===== config.mk =====
export PLATFORM = sky130hd
export DESIGN_NAME = phase_enable_sequencer
export DESIGN_NICKNAME = d
export VERILOG_FILES = /design/src/rtl/phase_enable_sequencer.sv
export SDC_FILE = /design/constraint.sdc
export NUM_CORES = 1
export LEC_CHECK = 0
export CELL_PAD_IN_SITES_DETAIL_PLACEMENT = 1
export CELL_PAD_IN_SITES_GLOBAL_PLACEMENT = 2
export CORE_MARGIN = 3
export CORE_UTILIZATION = 30
export CTS_CLUSTER_SIZE = 20
export DETAILED_ROUTE_END_ITERATION = 7
export GPL_ROUTABILITY_DRIVEN = 1
export GPL_TIMING_DRIVEN = 1
export PLACE_DENSITY_LB_ADDON = 0.1
export SLEW_MARGIN = 20
export SYNTH_ARGS = -nofsm -noshare
export SYNTH_HDL_FRONTEND = slang
export SYNTH_SLANG_ARGS = --single-unit

===== constraint.sdc =====
create_clock -name clk -period 2.1 [get_ports clk]
set_input_delay 0.21 -clock clk [delete_from_list [all_inputs] [get_ports clk]]
set_output_delay 0.21 -clock clk [all_outputs]
set_load 0.01 [all_outputs]

===== src/rtl/phase_enable_sequencer.sv =====
// Phase-enable sequencer: locks to the phase detector, then rotates a one-hot,
// gap-separated enable across NUM_PHASES power-clock phases. Optional macro: PHASE_RESYNC_EN.
module phase_enable_sequencer #(
  parameter int NUM_PHASES   = 4,
  parameter int PHASE_CYCLES = 4,
  parameter int LOCK_EDGES   = 3,
  parameter int TIMEOUT      = 64
) (
  input  logic                          clk,
  input  logic                          reset,
  input  logic                          start,
  input  logic                          stop,
  input  logic                          phase_in,
  output logic [NUM_PHASES-1:0]         en,
  output logic [NUM_PHASES-1:0]         en_bar,
  output logic [$clog2(NUM_PHASES)-1:0] phase_idx,
  output logic                          locked,
  output logic                          busy,
  output logic                          lock_err
);

  localparam int IDX_W  = $clog2(NUM_PHASES);
  localparam int SLOT_W = (PHASE_CYCLES > 1) ? $clog2(PHASE_CYCLES) : 1;
  localparam int EC_W   = (LOCK_EDGES > 1) ? $clog2(LOCK_EDGES) : 1;
  localparam int TO_W   = (TIMEOUT > 1) ? $clog2(TIMEOUT) : 1;

  localparam logic [IDX_W-1:0]  IDX_LAST  = IDX_W'(NUM_PHASES - 1);
  localparam logic [SLOT_W-1:0] SLOT_LAST = SLOT_W'(PHASE_CYCLES - 1);
  localparam logic [EC_W-1:0]   LOCK_LAST = EC_W'(LOCK_EDGES - 1);
  localparam logic [TO_W-1:0]   TO_LAST   = TO_W'(TIMEOUT - 1);

  typedef enum logic [2:0] {
    S_IDLE,
    S_ACQUIRE,
    S_RUN,
    S_DRAIN,
    S_ERROR
  } state_t;

  state_t            state, nxt_state;
  logic [SLOT_W-1:0] slot_cnt, nxt_slot;
  logic [IDX_W-1:0]  nxt_idx;
  logic [EC_W-1:0]   edge_cnt, nxt_edge_cnt;
  logic [TO_W-1:0]   to_cnt, nxt_to;
  logic              s1, s2, s3;
  logic              edge_pulse;
  logic              slot_wrap;
  logic [SLOT_W-1:0] slot_adv;
  logic [IDX_W-1:0]  idx_adv;
  logic              nxt_active;
  logic [NUM_PHASES-1:0] nxt_en;

  // s1/s2 resolve metastability on the asynchronous detector output; s3 is history.
  assign edge_pulse = s2 & ~s3;

  assign slot_wrap = (slot_cnt == SLOT_LAST);
  assign slot_adv  = slot_wrap ? '0 : slot_cnt + SLOT_W'(1);
  assign idx_adv   = !slot_wrap ? phase_idx :
                     (phase_idx == IDX_LAST) ? '0 : phase_idx + IDX_W'(1);

  // NOTE: every variable gets a default at the top of always_comb so that no
  // path through the case leaves it unassigned, which would infer a latch.
  always_comb begin
    nxt_state    = state;
    nxt_slot     = slot_cnt;
    nxt_idx      = phase_idx;
    nxt_edge_cnt = edge_cnt;
    nxt_to       = to_cnt;

    case (state)
      S_IDLE, S_ERROR: begin
        if (start && !stop) begin
          nxt_state    = S_ACQUIRE;
          nxt_edge_cnt = '0;
          nxt_to       = '0;
        end
      end
      S_ACQUIRE: begin
        if (stop) begin
          nxt_state = S_IDLE;
        end else if (edge_pulse) begin
          nxt_to = '0;
          if (edge_cnt == LOCK_LAST) begin
            nxt_state    = S_RUN;
            nxt_slot     = '0;
            nxt_idx      = '0;
            nxt_edge_cnt = '0;
          end else begin
            nxt_edge_cnt = edge_cnt + EC_W'(1);
          end
        end else if (to_cnt == TO_LAST) begin
          nxt_state = S_ERROR;
        end else begin
          nxt_to = to_cnt + TO_W'(1);
        end
      end
      S_RUN: begin
        nxt_slot = slot_adv;
        nxt_idx  = idx_adv;
        if (stop) nxt_state = S_DRAIN;
      end
      S_DRAIN: begin
        if (slot_wrap && phase_idx == IDX_LAST) begin
          nxt_state = S_IDLE;
          nxt_slot  = '0;
          nxt_idx   = '0;
        end else begin
          nxt_slot = slot_adv;
          nxt_idx  = idx_adv;
        end
      end
      default: nxt_state = S_IDLE;
    endcase

`ifdef PHASE_RESYNC_EN
    // A detector edge realigns the rotation to phase 0; in DRAIN it also
    // defers completion to the next full pass.
    if ((state == S_RUN || state == S_DRAIN) && edge_pulse) begin
      nxt_slot = '0;
      nxt_idx  = '0;
      if (state == S_DRAIN) nxt_state = S_DRAIN;
    end
`endif
  end

  assign nxt_active = (nxt_state == S_RUN) || (nxt_state == S_DRAIN);
  assign nxt_en     = (nxt_active && nxt_slot != '0)
                      ? (NUM_PHASES'(1) << nxt_idx) : '0;

  // Outputs are computed from next-state values so they are glitch-free flops
  // that line up with the state they describe.
  // NOTE: sequential state uses non-blocking assignments only, so every flop
  // samples pre-edge values regardless of statement order.
  always_ff @(posedge clk) begin
    if (reset) begin
      state     <= S_IDLE;
      slot_cnt  <= '0;
      phase_idx <= '0;
      edge_cnt  <= '0;
      to_cnt    <= '0;
      s1        <= 1'b0;
      s2        <= 1'b0;
      s3        <= 1'b0;
      en        <= '0;
      en_bar    <= '1;
      locked    <= 1'b0;
      busy      <= 1'b0;
      lock_err  <= 1'b0;
    end else begin
      s1        <= phase_in;
      s2        <= s1;
      s3        <= s2;
      state     <= nxt_state;
      slot_cnt  <= nxt_slot;
      phase_idx <= nxt_idx;
      edge_cnt  <= nxt_edge_cnt;
      to_cnt    <= nxt_to;
      en        <= nxt_en;
      en_bar    <= ~nxt_en;
      locked    <= nxt_active;
      busy      <= (nxt_state != S_IDLE) && (nxt_state != S_ERROR);
      lock_err  <= (nxt_state == S_ERROR);
    end
  end

endmodule

Yosys cells after proc, flatten, opt, wreduce, memory -nomap -nowiden
Cells that the tools add are included.

storage, ports and cells
  register bits after elaboration = 29
  word-level logic and storage cells = 82
  bits of input ports = 5
  output and inout bits = 13

operators by class
  eq/ne operators = 16
  bitwise logic cells = 3
  $add $sub $neg = 4
  mux-type cells = 32
  reduce and logical (&&, ||, !) cells = 13
  shifts and indexed selects = 1

operator list
  kind                                                               count
  2-bit two-way mux                                                  15
  6-bit two-way mux                                                  4
  3-bit two-way mux                                                  7
  3-bit by 2-bit == test with 1-bit output, second input constant    4
  2-bit case mux with 3 select lines                                 2
  3-bit case mux with 4 select lines                                 1
  6-bit case mux with 2 select lines                                 1
  4-bit AND reduction                                                2
  2-bit by 1-bit adder with 2-bit output, second input constant      3
  6-bit by 1-bit adder with 6-bit output, second input constant      1
  2-bit == test, second input constant                               3
  3-bit == test, second input constant                               2
  6-bit == test, second input constant                               1
  2-bit inequality test, second input constant                       3
  3-bit inequality test, second input constant                       2
  1-bit logical AND                                                  4
  4-bit two-way mux                                                  1
  4-bit NOT                                                          1
  2-bit case mux with 2 select lines                                 1
  2-bit nonzero test                                                 2
  1-bit by 2-bit << shifter with 4-bit output, first input constant  1
  3-bit by 1-bit == test with 1-bit output, second input constant    1
  3-bit zero test                                                    1
  3-bit nonzero test                                                 1
  5 further kinds                                                    5

Longest topological paths before layout
Gate-level depths: netlist of run 1.

  word-level depth = 10
  mapped depth = 6
  mapped depth without buffers = 5

Least setup slack after synthesis of run 1
OpenSTA, ideal clock, no wires.

  path type = flip-flop to flip-flop
  start = reg to_cnt[0]
  end = reg to_cnt[4]
  arrival = 1.666 ns
  path slack = 0.375 ns
  setup time = 0.059 ns
  data required time = 2.041 ns
  clock period less this slack = 1.725 ns
  stages on the path, launching flop included = 6
  buffers on the path = 0
  cell sequence = dfxtp_1 ha_1 nand3_1 or3_1 a211oi_1 a211o_1

on the way
  longest elaborated chain between the ends = 5
  elaborated cells on any way between the ends = 8
  those cells by class = add/sub: 1; eq/ne: 2; mux: 4; reduce/logical: 1

RTL lines
  item                                    RTL line  source
  start: declaration                      44        logic [TO_W-1:0] to_cnt, nxt_to;
  start signal: assignment                157       to_cnt <= nxt_to;
  6-bit by 1-bit adder with 6-bit output  94        nxt_to = to_cnt + TO_W'(1);
  6-bit two-way mux                       91        end else if (to_cnt == TO_LAST) begin
  6-bit two-way mux                       81        end else if (edge_pulse) begin
  6-bit two-way mux                       79        if (stop) begin
  6-bit case mux with 2 select lines      70        case (state)

Several ways; a longest one is shown, not always the timed one. The select of a mux whose other input is x is not followed.
A chain may end at the register's enable or synchronous reset.

Worst setup path in the final report of run 1
  start = reg state[2]
  end = reg en_bar[3]

on the way
  longest elaborated chain between the ends = 9
  elaborated cells on any way between the ends = 24
  those cells by class = eq/ne: 6; shift: 1; mux: 11; bitwise: 1; reduce/logical: 5

RTL lines
  item                                      RTL line  source
  start: declaration                        40        state_t state, nxt_state;
  start signal: assignment                  153       state <= nxt_state;
  3-bit two-way mux (on tied branches)      91, 83
  3-bit two-way mux                         81
  3-bit two-way mux                         79
  3-bit case mux with 4 select lines        70
  3-bit by 2-bit == test with 1-bit output  126       assign nxt_active = (nxt_state == S_RUN) || (nxt_state == S_DRAIN);
  1-bit logical OR                          126
  1-bit logical AND                         127       assign nxt_en = (nxt_active && nxt_slot != '0)
  4-bit two-way mux *                       128       ? (NUM_PHASES'(1) << nxt_idx) : '0;
  4-bit NOT *                               159       en_bar <= ~nxt_en;
  end signal: assignment                    159
  end: declaration                          15        output logic [NUM_PHASES-1:0] en_bar,

Mark *: on every way between the ends. The rest lies on a longest branch, timed or not.

==> flow_metrics.py, run 1 <==
metrics = {
    "detailed_routing": {
        "drtIter0Drc": 33,
        "vias_per_cell": 5.09,
        "drcViolationCount": 0,
        "wl_per_cell_um": 14.3,
        "wl_mm": 3.02,
        "antenna_left": 0,
        "first_pass_iters": 4,
        "vias": 1075,
    },
    "synthesis": {
        "ys.flop_type": "dfxtp_1",
        "ys_types": 40,
        "synth_cells": 133,
        "synth_enable_flop_cells": 0,
        "synthArstFlopShare_pct": 0,
        "syn_area_um2": 1260,
        "syn_nets": 141,
        "ys_warn_count": 0,
        "avgSynthCellArea_um2": 9.45,
        "seq_area_frac_synth_pct": 46.2,
        "ys_ff_latch": 29,
    },
    "layout": {
        "fin_cells": 211,
        "final_common_cell": "dfxtp_1",
        "syn_to_final_growth_pct": 32.6,
        "drive_above_1_share_pct": 13.5,
        "fillers": 460,
        "antennaDiodeCount": 0,
        "final_cell_mix": "29 x dfxtp_1, 17 x clkdlybuf4s50_1, 10 x nor2_1",
        "finalNetCount": 170,
    },
    "critical_path": {
        "cp-start-kind": "flop",
        "r2r_start": "state[2]",
        "ff2ff_setup_slack_ns": 0.29,
        "reg2reg_to": "en_bar[3]",
        "cp_slowest_cell": "dfxtp_1",
        "path_class": "reg -> reg",
        "critPathTopFamily": "flip-flops",
        "crit_chain": "nor2b_1 -> buf_4 -> a211oi_1 -> o311ai_1 -> or3_1",
        "worst_setup_path_end_kind": "flop",
        "path_buf_inv": 1,
        "critPathRequiredTime_ns": 2.26,
        "cpPeakStageDelay_ns": 0.56,
        "critPathArrivalTime_ns": 1.97,
        "r2r_cells": 5,
        "cp_max_fo": 9,
    },
    "clock_network": {
        "cts_made_buffers": 5,
        "cts_resized": 0,
        "clkTransAtPathRegs_ns": 0.07,
        "cts_hold_buf": 0,
        "cts_tree": "built",
        "clock_latency_ns": 0.28,
        "htree_levels": 2,
        "postCtsSetupBuffers": 0,
        "cts.path.max_buffers": 2,
        "root_buffer": "clkbuf_8",
        "clock_sinks": 29,
    },
    "global_route": {
        "grt_pass1_wl_mm": 5.13,
        "grt_max_degree": 11,
        "grt_use_total_pct": 13.1,
        "antenna_found_initial": 0,
        "grt_overflow": 0,
        "grt_pass1_vias": 1089,
    },
    "pwr": {
        "peakVddDrop_mv": 0.298,
        "design_power_total_mw": 1.31,
        "p_leak_nw": 0.673,
        "p_per_area_nw_per_um2": 784,
    },
    "timing": {
        "period_needed_ns": 1.81,
        "worstMarginPinSlew_ns": 0.469,
        "slew_headroom_pct": 68.2,
        "grt_setup_unrepaired": "false",
        "post-route-period-util_pct": 86.3,
        "hold_viol": 0,
        "slew_violations": 0,
        "fin_skew_ns": 0.00632,
        "fmax_mhz": 552,
        "final.setup.tns_ns": 0,
        "finalSetupViolations": 0,
        "hold_ws_ns": 0.437,
    },
    "floorplanning": {
        "dieArea_um2": 5000,
        "die_width_um": 70.7,
        "die_h_um": 70.7,
        "io_pins": 18,
        "core_area_um2": 3850,
        "initial_core_util_pct": 32.6,
        "rows": 22,
    },
    "placement": {
        "port_buffers": 17,
        "place_hpwl_mm": 2.32,
        "place_congestion": 0.767,
        "dp.cells": 203,
    },
    "status": {
        "status": "finished, final reports clean",
    },
    "min_path": {
        "hp-class": "reg -> reg",
        "hold_end": "s2",
        "hold_path_startpoint": "s1",
        "min_path_cells": 1,
    },
    "flow_run": {
        "drv_cap": 0,
    },
}
metrics by stage:
| step | util, % | setup slack (ns) | area (µm²) |
|---|---|---|---|
| floorplan | - | 0.375 | 1260 |
| global placement | 39.8 | 0.142 | 1530 |
| detailed placement | 39.8 | 0.0661 | 1530 |
| CTS | 43.3 | 0.290 | 1670 |
| global route | 43.3 | 0.166 | 1670 |
| finish | 43.3 | 0.288 | 1670 |
per-layer routing:
metal | track usage (%) | part of all wire (%)
met1 | 18.2 | 53
met2 | 18.7 | 42
met3 | 4.69 | 3.9
met4 | 4.38 | 1.2
met5 | 0 | 0
power by group:
group / switching [mW] / internal (mW)
registers: 0.00429 / 0.556
clock network: 0.219 / 0.471
logic: 0.0288 / 0.0285
total: 0.252 / 1.06
cell families (layout without fill, tap and decap cells):
kind of cell | after synthesis | in the layout | share of synthesized area [%]
mux | 3 | 3 | 2.39
fa+ha+maj | 3 | 3 | 2.99
simple gates | 62 | 62 | 29.8
buf+inv | 7 | 37 | 2.29
flops | 29 | 29 | 46.2
compound gates | 29 | 29 | 16.4
registers in the layout, summed over array words and instances (netlist names):
signal	count
phase_idx	2
busy	1
s3	1
lock_err	1
s2	1
edge_cnt	2
en_bar	4
en	4
s1	1
slot_cnt	2
locked	1
to_cnt	6
state	3
cells in the mapped netlist (2+ instances only):
cell | n | area [µm²]
o21ai_0 | 5 | 25.0
nor3_1 | 9 | 45.0
a31oi_1 | 2 | 12.5
nand3_1 | 5 | 25.0
nor2b_1 | 5 | 31.3
o22a_1 | 3 | 26.3
and2_1 | 3 | 18.8
a22o_1 | 2 | 17.5
inv_1 | 4 | 15.0
a211oi_1 | 2 | 15.0
ha_1 | 3 | 37.5
or3_1 | 4 | 25.0
a21oi_1 | 5 | 25.0
mux2i_1 | 3 | 30.0
nand2_1 | 7 | 26.3
nor3b_1 | 4 | 30.0
buf_2 | 2 | 10.0
nand2b_1 | 2 | 12.5
and3_1 | 5 | 31.3
nor2_1 | 10 | 37.5
dfxtp_1 | 29 | 581
final cells by class:
cell class              count  area, µm²  area share, %
repair buffers             25        230           13.8
multi-input cells          97        648           38.9
clock inverters             3       65.1           3.90
well taps                  48       60.1           3.60
flip-flops and latches     29        581           34.8
clock buffers               5       68.8           4.13
inverters                   4       15.0          0.900
worst max path at each step:
stage	from	endpoint	slack [ns]	cells past startpoint
CTS	state[2]	en_bar[3]	0.29	5
global placement	stop	en_bar[1]	0.14	5
finish	state[2]	en_bar[3]	0.29	5
floorplan	to_cnt[0]	to_cnt[4]	0.38	5
global route	state[2]	en_bar[3]	0.17	5
detailed placement	stop	en_bar[1]	0.07	5
(Power assumes the default switching activity.)
==> run 2, diff against run 1 <==
- CAP_MARGIN: default -> 30
- CORE_UTILIZATION: 30 -> 32
==> run 2 against run 1 <==
Effect of this change: register-to-register slack better by 0.03 ns; clock power down 36%; sequential share of layout area up 1.0 points; routed wire length down 1.6%; total power down 19%; via count down 0.19%; critical path depth unchanged; critical path type unchanged; largest cell class unchanged.
==> flow_metrics.py, run 2 (synthesized netlist as in run 1, its figures left out) <==
metrics = {
    "global_route": {
        "grt_use_total_pct": 14.9,
        "antenna_found_initial": 0,
        "use_met1_pct": 19.1,
        "grt_max_degree": 11,
        "grt_overflow": 0,
        "grtUsageMet2_pct": 21.3,
        "met3_usage_pct": 5.35,
        "grt_busiest_layer": "met2",
        "grt_pass1_wl_mm": 5.05,
        "grt_pass1_vias": 1102,
    },
    "timing": {
        "period_needed_ns": 1.79,
        "fmax_mhz": 560,
        "post-route-period-util_pct": 85.0,
        "fin_skew_ns": 0.00372,
        "slew_headroom_pct": 67.1,
        "slew_violations": 0,
        "hold_viol": 0,
        "finalSetupViolations": 0,
        "grt_setup_unrepaired": "false",
        "final.setup.tns_ns": 0,
        "worstMarginPinSlew_ns": 0.490,
        "hold_ws_ns": 0.454,
    },
    "pwr": {
        "peakVddDrop_mv": 0.291,
        "pwr-share-comb_pct": 5.5,
        "p_leak_nw": 0.649,
        "net-switching-power_mw": 0.251,
        "seqPwrFrac_pct": 52.7,
        "sw_frac_of_total_pct": 23.6,
        "cell_internal_pwr_mw": 0.812,
        "p_per_area_nw_per_um2": 656,
        "p_clk_share_pct": 41.8,
    },
    "placement": {
        "dp.cells": 203,
        "place_congestion": 0.759,
        "port_buffers": 17,
        "place_hpwl_mm": 2.23,
    },
    "layout": {
        "regArea_um2": 581,
        "fin_cells": 211,
        "syn_to_final_growth_pct": 28.9,
        "antennaDiodeCount": 0,
        "reg_top3": "to_cnt (6), en (4), en_bar (4)",
        "drive_above_1_share_pct": 13.5,
        "final_cell_mix": "29 x dfxtp_1, 17 x clkdlybuf4s50_1, 10 x nor2_1",
        "multi_input_area_um2": 648,
        "final_common_cell": "dfxtp_1",
        "largest_reg_flops": 6,
        "fillers": 438,
        "regMostFlops": "to_cnt",
        "fin_util_pct": 43.6,
        "finalNetCount": 170,
    },
    "clock_network": {
        "htree_levels": 2,
        "cts_made_buffers": 5,
        "root_buffer": "clkbuf_8",
        "cts.path.max_buffers": 2,
        "cts_tree": "built",
        "cts_hold_buf": 0,
        "clock_sinks": 29,
        "clock_latency_ns": 0.29,
        "cts_resized": 0,
        "postCtsSetupBuffers": 0,
        "clkTransAtPathRegs_ns": 0.06,
    },
    "floorplanning": {
        "dieArea_um2": 4720,
        "io_pins": 18,
        "die_h_um": 68.7,
        "initial_core_util_pct": 33.8,
        "die_width_um": 68.7,
        "rows": 22,
        "core_area_um2": 3720,
    },
    "detailed_routing": {
        "drtIter0Drc": 20,
        "wl_per_cell_um": 14.1,
        "antenna_left": 0,
        "vias": 1073,
        "first_pass_iters": 4,
        "drcViolationCount": 0,
        "wl_mm": 2.98,
        "vias_per_cell": 5.09,
    },
    "status": {
        "status": "finished, final reports clean",
    },
    "critical_path": {
        "worst_setup_path_end_kind": "flop",
        "cp_max_fo": 9,
        "path_class": "reg -> reg",
        "cp-start-kind": "flop",
        "critPathRequiredTime_ns": 2.27,
        "critPathArrivalTime_ns": 1.95,
    },
    "min_path": {
        "hp-class": "reg -> reg",
    },
    "flow_run": {
        "drv_cap": 0,
    },
}
-- run 2: cell types whose count changed in the layout (fill, tap and decap cells not counted) --
| cell | change |
|---|---|
| clkinvlp_4 | +1 |
| clkinv_2 | +1 |
| bufinv_16 | -2 |
-- run 2: path summary, 6_finish.rpt --
kind	startpoint	endpoint	slack (ns)	depth (start not counted)
max	state[2]	en_bar[3]	0.31	5
min	s1	s2	0.45	1
max reg2reg	state[2]	en_bar[3]	0.31	5
min reg2reg	s1	s2	0.45	1
-- run 2: layout make-up --
class,instances,share of cell area [%]
inverters,4,0.927
clock inverters,3,1.08
clock buffers,5,4.25
repair buffers,25,14.2
well taps,48,3.71
flip-flops and latches,29,35.8
multi-input cells,97,40.0
-- run 2: power groups by stage --
stage          Sequential [mW]  Combinational [mW]  Clock, mW
6_report                 0.560              0.0583      0.445
5_1_grt                  0.561              0.0640      0.483
4_1_cts                  0.560              0.0590      0.462
3_5_place_dp             0.572              0.0579          0
3_3_place_gp             0.572              0.0571          0
2_1_floorplan            0.572              0.0305          0
-- run 2: per-layer routing --
metal	wire length (µm)	vias to the layer above
li1	-	549
met1	1490	496
met2	1240	20
met3	171	8
met4	73	0
met5	0	-
-- run 2: per-stage QoR --
stage / power [mW] / instance area (µm²) / setup WS (ns)
after global placement: 0.629 / 1530 / 0.149
after global routing: 1.11 / 1620 / 0.0753
after floorplan: 0.602 / 1260 / 0.375
final: 1.06 / 1620 / 0.315
after CTS: 1.08 / 1620 / 0.309
after detailed placement: 0.630 / 1530 / 0.0938
-- run 2: critical path, cell delays in order (launching register included) --
cell,delay (ns)
dfxtp_1,0.55
nor2b_1,0.09
buf_4,0.17
a211oi_1,0.25
o311ai_1,0.20
or3_1,0.40
==> run 3, diff against run 2 <==
- SETUP_SLACK_MARGIN: default -> 0.5
==> run 3 against run 2 <==
Effect of this change: via count increased by 3.8%; routed wire length increased by 9.5%; first-iteration DRC count increased by 80%; sequential cell count unchanged; combinational power increased by 18%; cell area increased by 16%; maximum frequency increased by 11%; register-to-register slack improved by 0.18 ns; largest cell class unchanged; highest routed layer unchanged.
==> flow_metrics.py, run 3 (synthesized netlist as in run 1, its figures left out) <==
metrics = {
    "timing": {
        "fin_skew_ns": 0.00495,
        "final.setup.tns_ns": 0,
        "slew_violations": 0,
        "hold_viol": 0,
        "worstMarginPinSlew_ns": 0.478,
        "slew_headroom_pct": 68.0,
        "period_needed_ns": 1.60,
        "post-route-period-util_pct": 76.3,
        "finalWorstSetupSlack_ns": 0.498,
        "fmax_mhz": 624,
        "hold_ws_ns": 0.454,
        "finalSetupViolations": 0,
        "grt_setup_unrepaired": "true",
    },
    "critical_path": {
        "critPathArrivalTime_ns": 1.83,
        "critPathRequiredTime_ns": 2.32,
        "worst_setup_path_end_kind": "flop",
        "cp-start-kind": "flop",
        "path_class": "reg -> reg",
        "cp_max_fo": 9,
    },
    "clock_network": {
        "htree_levels": 2,
        "cts.path.max_buffers": 2,
        "root_buffer": "clkbuf_8",
        "cts_tree": "built",
        "clock_latency_ns": 0.28,
        "clock_sinks": 29,
        "clkTransAtPathRegs_ns": 0.06,
        "cts_made_buffers": 5,
        "cts_hold_buf": 0,
    },
    "flow_run": {
        "drv_cap": 0,
    },
    "detailed_routing": {
        "wl_per_cell_um": 15.1,
        "vias": 1114,
        "drtIter0Drc": 36,
        "wl_mm": 3.26,
        "drcViolationCount": 0,
        "first_pass_iters": 4,
        "antenna_left": 0,
        "vias_per_cell": 5.18,
    },
    "floorplanning": {
        "die_width_um": 68.7,
        "die_h_um": 68.7,
        "rows": 22,
        "core_area_um2": 3720,
        "io_pins": 18,
        "dieArea_um2": 4720,
        "initial_core_util_pct": 33.8,
    },
    "global_route": {
        "antenna_found_initial": 0,
        "grt_pass1_vias": 1066,
        "grt_use_total_pct": 15.2,
        "grt_max_degree": 11,
        "grt_overflow": 0,
        "grt_pass1_wl_mm": 5.13,
    },
    "layout": {
        "regMostFlops": "to_cnt",
        "final_common_cell": "dfxtp_1",
        "drive_above_1_share_pct": 35.3,
        "final_area_um2": 1880,
        "largest_reg_flops": 6,
        "fillers": 416,
        "syn_to_final_growth_pct": 49.6,
        "final_cell_mix": "20 x dfxtp_1, 16 x clkdlybuf4s50_1, 11 x buf_4",
        "finalNetCount": 174,
        "antennaDiodeCount": 0,
        "reg_top3": "to_cnt (6), en (4), en_bar (4)",
    },
    "placement": {
        "place_hpwl_mm": 2.27,
        "port_buffers": 17,
        "place_area_um2": 1550,
        "place_ws_ns": 0.173,
        "place_congestion": 0.775,
    },
    "pwr": {
        "peakVddDrop_mv": 0.353,
        "p_per_area_nw_per_um2": 566,
        "p_leak_nw": 0.690,
    },
    "status": {
        "status": "finished, final reports clean",
    },
    "min_path": {
        "hp-class": "reg -> reg",
    },
}
run 3: final cells by class:
type / instances / area [µm²] / share of cell area, %
multi-input combinational: 97 / 843 / 44.8
sequential: 29 / 609 / 32.4
timing repair buffer: 29 / 267 / 14.2
clock buffer: 5 / 68.8 / 3.66
tap: 48 / 60.1 / 3.19
clock inverter: 3 / 17.5 / 0.931
inverter: 4 / 15.0 / 0.798
run 3: critical path: stages, from the launching register on:
cell and delay, ns:
dfxtp_4 0.39, or3b_4 0.41, or3_4 0.38, nor4_2 0.22, a211o_1 0.13
run 3: power breakdown:
| group | switching [mW] | internal (mW) | total [mW] | leakage [nW] |
|---|---|---|---|---|
| logic | 0.0346 | 0.0343 | 0.0689 | 0.404 |
| clock network | 0.214 | 0.228 | 0.442 | 0.0439 |
| registers | 0.00528 | 0.548 | 0.553 | 0.241 |
run 3: path summary, 6_finish.rpt:
| path | start | to | slack, ns | cells after the start |
|---|---|---|---|---|
| worst min-delay path | s1 | s2 | 0.45 | 1 |
| worst min register to register | s1 | s2 | 0.45 | 1 |
| worst max-delay path | state[2] | to_cnt[4] | 0.50 | 4 |
| worst max register to register | state[2] | to_cnt[4] | 0.50 | 4 |
run 3: per-stage QoR:
stage | cells | utilization [%] | total power, mW
6_report | 215 | 50.6 | 1.06
4_1_cts | 212 | 47.9 | 1.08
5_1_grt | 215 | 50.6 | 1.11
3_3_place_gp | 202 | 41.6 | 0.630
3_5_place_dp | 202 | 41.6 | 0.631
2_1_floorplan | 133 | - | 0.603
run 3: routing by layer:
metal  up-vias  wire, µm  global-route usage (%)
met1       535      1580                    18.7
met5         -         0                       0
met4         0        52                    5.96
met3         5       107                    5.83
li1        556         -                       -
met2        18      1510                    23.7
run 3: repair_timing:
item                                   in CTS  in global routing
endpoints found under the hold margin       0                  0
setup buffers                               2                  3
setup endpoints to repair                  15                 12
resized for setup                          33                 16
pin swaps                                   6                  5
gates cloned                                0                  0
